### src/rtl/sdram_port_arbiter.sv
// Two-client round-robin arbiter for the single SDRAM controller command port.
// One transaction in flight, a one-cycle command drop between transactions, and a response timeout.
module sdram_port_arbiter #(
  parameter int ADDR_W  = 22,
  parameter int DATA_W  = 16,
  parameter int TIMEOUT = 1024
) (
  input  logic                        clk,
  input  logic                        rst,
  input  logic [1:0][1:0]             req_cmd,
  input  logic [1:0][ADDR_W-1:0]      req_addr,
  input  logic [1:0][DATA_W-1:0]      req_wdata,
  output logic [1:0]                  req_ack,
  output logic [1:0][DATA_W-1:0]      req_rdata,
  output logic [1:0]                  req_err,
  output logic [1:0]                  command,
  output logic [ADDR_W-1:0]           data_address,
  output logic [DATA_W-1:0]           data_write,
  input  logic [DATA_W-1:0]           data_read,
  input  logic                        data_read_valid,
  input  logic                        data_write_done
);

  localparam int TW = $clog2(TIMEOUT) + 1;
  localparam logic [TW-1:0] TLAST = TW'(TIMEOUT - 1);
  localparam logic [1:0] CMD_IDLE = 2'd0, CMD_WR = 2'd1, CMD_RD = 2'd2;

  typedef enum logic [1:0] {S_IDLE, S_WAIT, S_REL} state_t;

  state_t                    state_q;
  logic [1:0]                cmd_q;
  logic [ADDR_W-1:0]         addr_q;
  logic [DATA_W-1:0]         wdata_q;
  logic [1:0]                ack_q, err_q;
  logic [1:0][DATA_W-1:0]    rdata_q;
  logic                      last_q;   // also the owner of the in-flight transaction
  logic [TW-1:0]             timer_q;

  logic [1:0] pend;
  logic       gnt_d;
  logic       done;

  always_comb begin
    pend[0] = (req_cmd[0] == CMD_WR) || (req_cmd[0] == CMD_RD);
    pend[1] = (req_cmd[1] == CMD_WR) || (req_cmd[1] == CMD_RD);
    // On a tie the client that did not win last time gets the port.
    gnt_d   = (pend[0] && pend[1]) ? ~last_q : pend[1];
    done    = ((cmd_q == CMD_WR) && data_write_done) ||
              ((cmd_q == CMD_RD) && data_read_valid);
  end

  always_ff @(posedge clk) begin
    if (rst) begin
      state_q <= S_IDLE;
      cmd_q   <= CMD_IDLE;
      addr_q  <= '0;
      wdata_q <= '0;
      ack_q   <= '0;
      err_q   <= '0;
      rdata_q <= '0;
      last_q  <= 1'b1;
      timer_q <= '0;
    end else begin
      ack_q <= '0;
      err_q <= '0;
      case (state_q)
        S_IDLE: begin
          if (|pend) begin
            cmd_q   <= req_cmd[gnt_d];
            addr_q  <= req_addr[gnt_d];
            wdata_q <= req_wdata[gnt_d];
            last_q  <= gnt_d;
            timer_q <= '0;
            state_q <= S_WAIT;
          end else begin
            cmd_q <= CMD_IDLE;
          end
        end
        S_WAIT: begin
          // Completion is checked first so a strobe on the timeout cycle still acks.
          if (done) begin
            ack_q[last_q] <= 1'b1;
            if (cmd_q == CMD_RD) rdata_q[last_q] <= data_read;
            cmd_q   <= CMD_IDLE;
            state_q <= S_REL;
          end else if (timer_q == TLAST) begin
            err_q[last_q] <= 1'b1;
            cmd_q   <= CMD_IDLE;
            state_q <= S_REL;
          end else begin
            timer_q <= timer_q + 1'b1;
          end
        end
        S_REL: begin
          timer_q <= '0;
          state_q <= S_IDLE;
        end
        default: state_q <= S_IDLE;
      endcase
    end
  end

  assign req_ack      = ack_q;
  assign req_err      = err_q;
  assign req_rdata    = rdata_q;
  assign command      = cmd_q;
  assign data_address = addr_q;
  assign data_write   = wdata_q;

endmodule
### config.mk
export PLATFORM = sky130hd
export DESIGN_NAME = sdram_port_arbiter
export DESIGN_NICKNAME = d
export VERILOG_FILES = /design/src/rtl/sdram_port_arbiter.sv
export SDC_FILE = /design/constraint.sdc
export NUM_CORES = 1
export LEC_CHECK = 0
export CAP_MARGIN = 20
export CORE_MARGIN = 10
export CORE_UTILIZATION = 45
export DETAILED_ROUTE_END_ITERATION = 8
export GPL_ROUTABILITY_DRIVEN = 0
export PLACE_DENSITY = 0.86
export SETUP_SLACK_MARGIN = 0.4
export SYNTH_ARGS = -nofsm -noshare
export SYNTH_HDL_FRONTEND = slang
export SYNTH_SLANG_ARGS = --single-unit
### constraint.sdc
create_clock -name clk -period 3.2 [get_ports clk]
set_input_delay 0.96 -clock clk [delete_from_list [all_inputs] [get_ports clk]]
set_output_delay 0.96 -clock clk [all_outputs]
set_load 0.01 [all_outputs]
==> run metrics <==
path category of the worst min-delay check reg -> reg; number of standard cells after synthesis 396; net switching power 800 uW; setup TNS 0 ns; sequential group share of total power 44.6%; antenna violation net count after detailed routing 0; Avg Inst Size Synth 9.87 um^2; combinational power share 25.9%; Die X-Extent 113 um; Worst Setup Start Kind input pin; final worst path period need 2.54 ns; count of max-cap constraint violations 0; Die Height 113 um; arrival time worst endpoint 2.80 ns; global-route usage over all layers 17.7%; via total after detailed routing 3,561; end point of the critical path data_address[5]$_SDFFE_PP0P_; Slew @ Worst Pin 0.731 ns; portion of the post-synthesis area used by sequential elements 46.1%; clock network fraction of total power 29.5%; number of enable-type register cells in the synthesized netlist 0; Seq. cell area 1800 um^2; power per cell area 485 nW/um^2; initial core utilization 46.9%; most used cells in the layout excluding fill and tap cells 174 x sky130_fd_sc_hd__clkdlybuf4s50_1, 90 x sky130_fd_sc_hd__dfxtp_1, 78 x sky130_fd_sc_hd__nor2_1, 71 x sky130_fd_sc_hd__mux2i_1, 28 x sky130_fd_sc_hd__a211oi_1; Hold Worst Slack 0.476 ns; Reg2Reg Capture Point timer_q[8]$_SDFFE_PP0P_; number of synthesized register bits 90; GRT overflow 0; HPWL after DPL 9.30 mm; htree depth 3; Die Footprint 12,800 um^2; final routed wire length divided by cell count 18.0 um; antenna violations before repair 0; buffers inserted during post-CTS setup optimization 0; async set-or-reset flop fraction in the synthesized netlist 0%; highest-utilization routing layer at the global route stage met2; clock tree from TritonCTS built; clock slew at reported path FFs 0.09 ns; unrepaired setup endpoints after global routing false; maximum fanout count along the critical path 28; Worst Path Class, Setup in -> reg; endpoints failing setup 0; total leakage power 2.29 nW; Core Rows 33; final hold violation count 0; area occupied by multi-input gates 1900 um^2; GR Layer Usage met2 27.3%; number of detailed-route iterations in the first pass 4; global-route track usage on met1 21.1%; num ports 176; met3 Usage GRT 9.24%; most common library cell in the layout ignoring fill and taps sky130_fd_sc_hd__clkdlybuf4s50_1; worst setup slack for register-to-register paths 1.13 ns; first-pass GRT wire length 18.8 mm; hold buffer count at CTS 0; post-cts gate resize count 0; Bufs on Longest Clock Path 2; Diodes inserted 0; fraction of the cycle the final worst path needs 79.3%; post-synth cell types 44; maximum number of pins on one net before global-route repair 54; crit path capture type register; Pint 2.06 mW; synthesized netlist net count 497; placeable core region 8340 um^2; crit path launch req_cmd[0]; total CTS buffers 9; leading register cell type out of synthesis sky130_fd_sc_hd__dfxtp_1; count of pins over their slew limit 0; vias per std cell 5.31; result of the run complete, no violations; switching fraction of total power 28.0%; number of nets in the finished design 661; slew margin rel. 50.9%; worst-case vdd ir drop 0.302 mV; FMAX 394 MHz; Critical R2R Launch timer_q[1]$_SDFFE_PP0P_; worst endpoint required time 3.46 ns; fraction of layout instances using a drive strength above 1 7.08%; clock tree root driver cell sky130_fd_sc_hd__clkbuf_8; final routed DRC violation total 0; filler cell count in the final layout 649; number of clock sinks 90; count of input and output buffers 175; clock network latency to the later pin of the worst-skew pair 0.35 ns; via count of the first global-routing pass 3,569; Syn Std Cell Area 3910 um^2; total number of yosys warnings 0; total wirelength of the detailed-routed design 12.1 mm; DRT iter0 DRCs 174; worst-case clock skew 0.00902 ns; synth-to-layout area growth 50.8%; length in cells of the worst reg-to-reg path 5
## worst min-delay path by stage
stage                                         from                       end  cells after the start
final                     timer_q[10]$_SDFFE_PP0P_  timer_q[10]$_SDFFE_PP0P_                      2
after CTS                 timer_q[10]$_SDFFE_PP0P_  timer_q[10]$_SDFFE_PP0P_                      2
after detailed placement  timer_q[10]$_SDFFE_PP0P_  timer_q[10]$_SDFFE_PP0P_                      2
after floorplan           timer_q[10]$_SDFFE_PP0P_  timer_q[10]$_SDFFE_PP0P_                      2
after global routing      timer_q[10]$_SDFFE_PP0P_  timer_q[10]$_SDFFE_PP0P_                      2
after global placement     timer_q[9]$_SDFFE_PP0P_   timer_q[9]$_SDFFE_PP0P_                      1
## worst max-delay path, stage by stage
cell and delay (ns):
sky130_fd_sc_hd__clkdlybuf4s50_1 0.53, sky130_fd_sc_hd__xor2_1 0.38, sky130_fd_sc_hd__o21a_2 0.26, sky130_fd_sc_hd__buf_4 0.33
sky130_fd_sc_hd__nor2_1 0.10, sky130_fd_sc_hd__a211oi_1 0.23
## area by class of cell
cell class | count | share of cell area [%]
multi-input combinational | 271 | 32.2
timing repair buffer | 182 | 30.9
sequential | 90 | 30.6
tap | 105 | 2.23
clock buffer | 10 | 2.17
clock inverter | 6 | 1.55
inverter | 6 | 0.382
## Yosys cell counts, types with 5 or more instances
cell type                  instances  share of area, %
sky130_fd_sc_hd__nand4_1           5              0.80
sky130_fd_sc_hd__dfxtp_1          90                46
sky130_fd_sc_hd__a31oi_1          14               2.2
sky130_fd_sc_hd__a211oi_2         10               3.2
sky130_fd_sc_hd__a21oi_1           5              0.64
sky130_fd_sc_hd__o21ai_0           5              0.64
sky130_fd_sc_hd__inv_1             6              0.58
sky130_fd_sc_hd__mux2i_1          71                18
sky130_fd_sc_hd__a211oi_1         28               5.4
sky130_fd_sc_hd__clkbuf_1         12               1.2
sky130_fd_sc_hd__nor2_1           78               7.5
sky130_fd_sc_hd__nand2_1          11               1.1
sky130_fd_sc_hd__buf_2             9               1.2
## kinds of logic (layout without fill, tap and decap cells)
family / after synthesis / after routing / share of synthesized area (%)
simple gates: 122 / 122 / 14.2
flops: 90 / 90 / 46.1
compound gates: 75 / 75 / 15.0
mux: 71 / 71 / 18.2
buf+inv: 35 / 204 / 5.57
xor+xnor: 2 / 2 / 0.640
fa+ha+maj: 1 / 1 / 0.320
## per-stage QoR
stage                     instances  worst slack [ns]  area (um^2)  utilization (%)  power [mW]
after floorplan                 396              1.04         3910                -        1.69
final                           670             0.662         5890             70.7        2.86
after detailed placement        654             0.304         5680             68.0        2.05
after global routing            670             0.557         5890             70.7        2.99
after global placement          654             0.394         5680             68.0        2.02
after CTS                       670             0.670         5890             70.7        2.88
## sequential cells by signal, indices dropped and copies added (netlist names)
| register | cells |
|---|---|
| state_q | 2 |
| last_q | 1 |
| req_rdata | 32 |
| req_ack | 2 |
| data_address | 22 |
| req_err | 2 |
| command | 2 |
| timer_q | 11 |
| data_write | 16 |
## power by group through the flow
stage	sequential, mW	clock [mW]	combinational, mW
2_1_floorplan	1.33	0	0.363
3_3_place_gp	1.30	0	0.727
3_5_place_dp	1.30	0	0.745
4_1_cts	1.28	0.854	0.748
5_1_grt	1.29	0.907	0.799
6_report	1.27	0.843	0.741
## metal layers
layer	wire length [um]	vias up
li1	-	1742
met1	5130	1641
met2	5330	166
met3	1470	12
met4	146	0
met5	0	-
(Power assumes the default switching activity.)
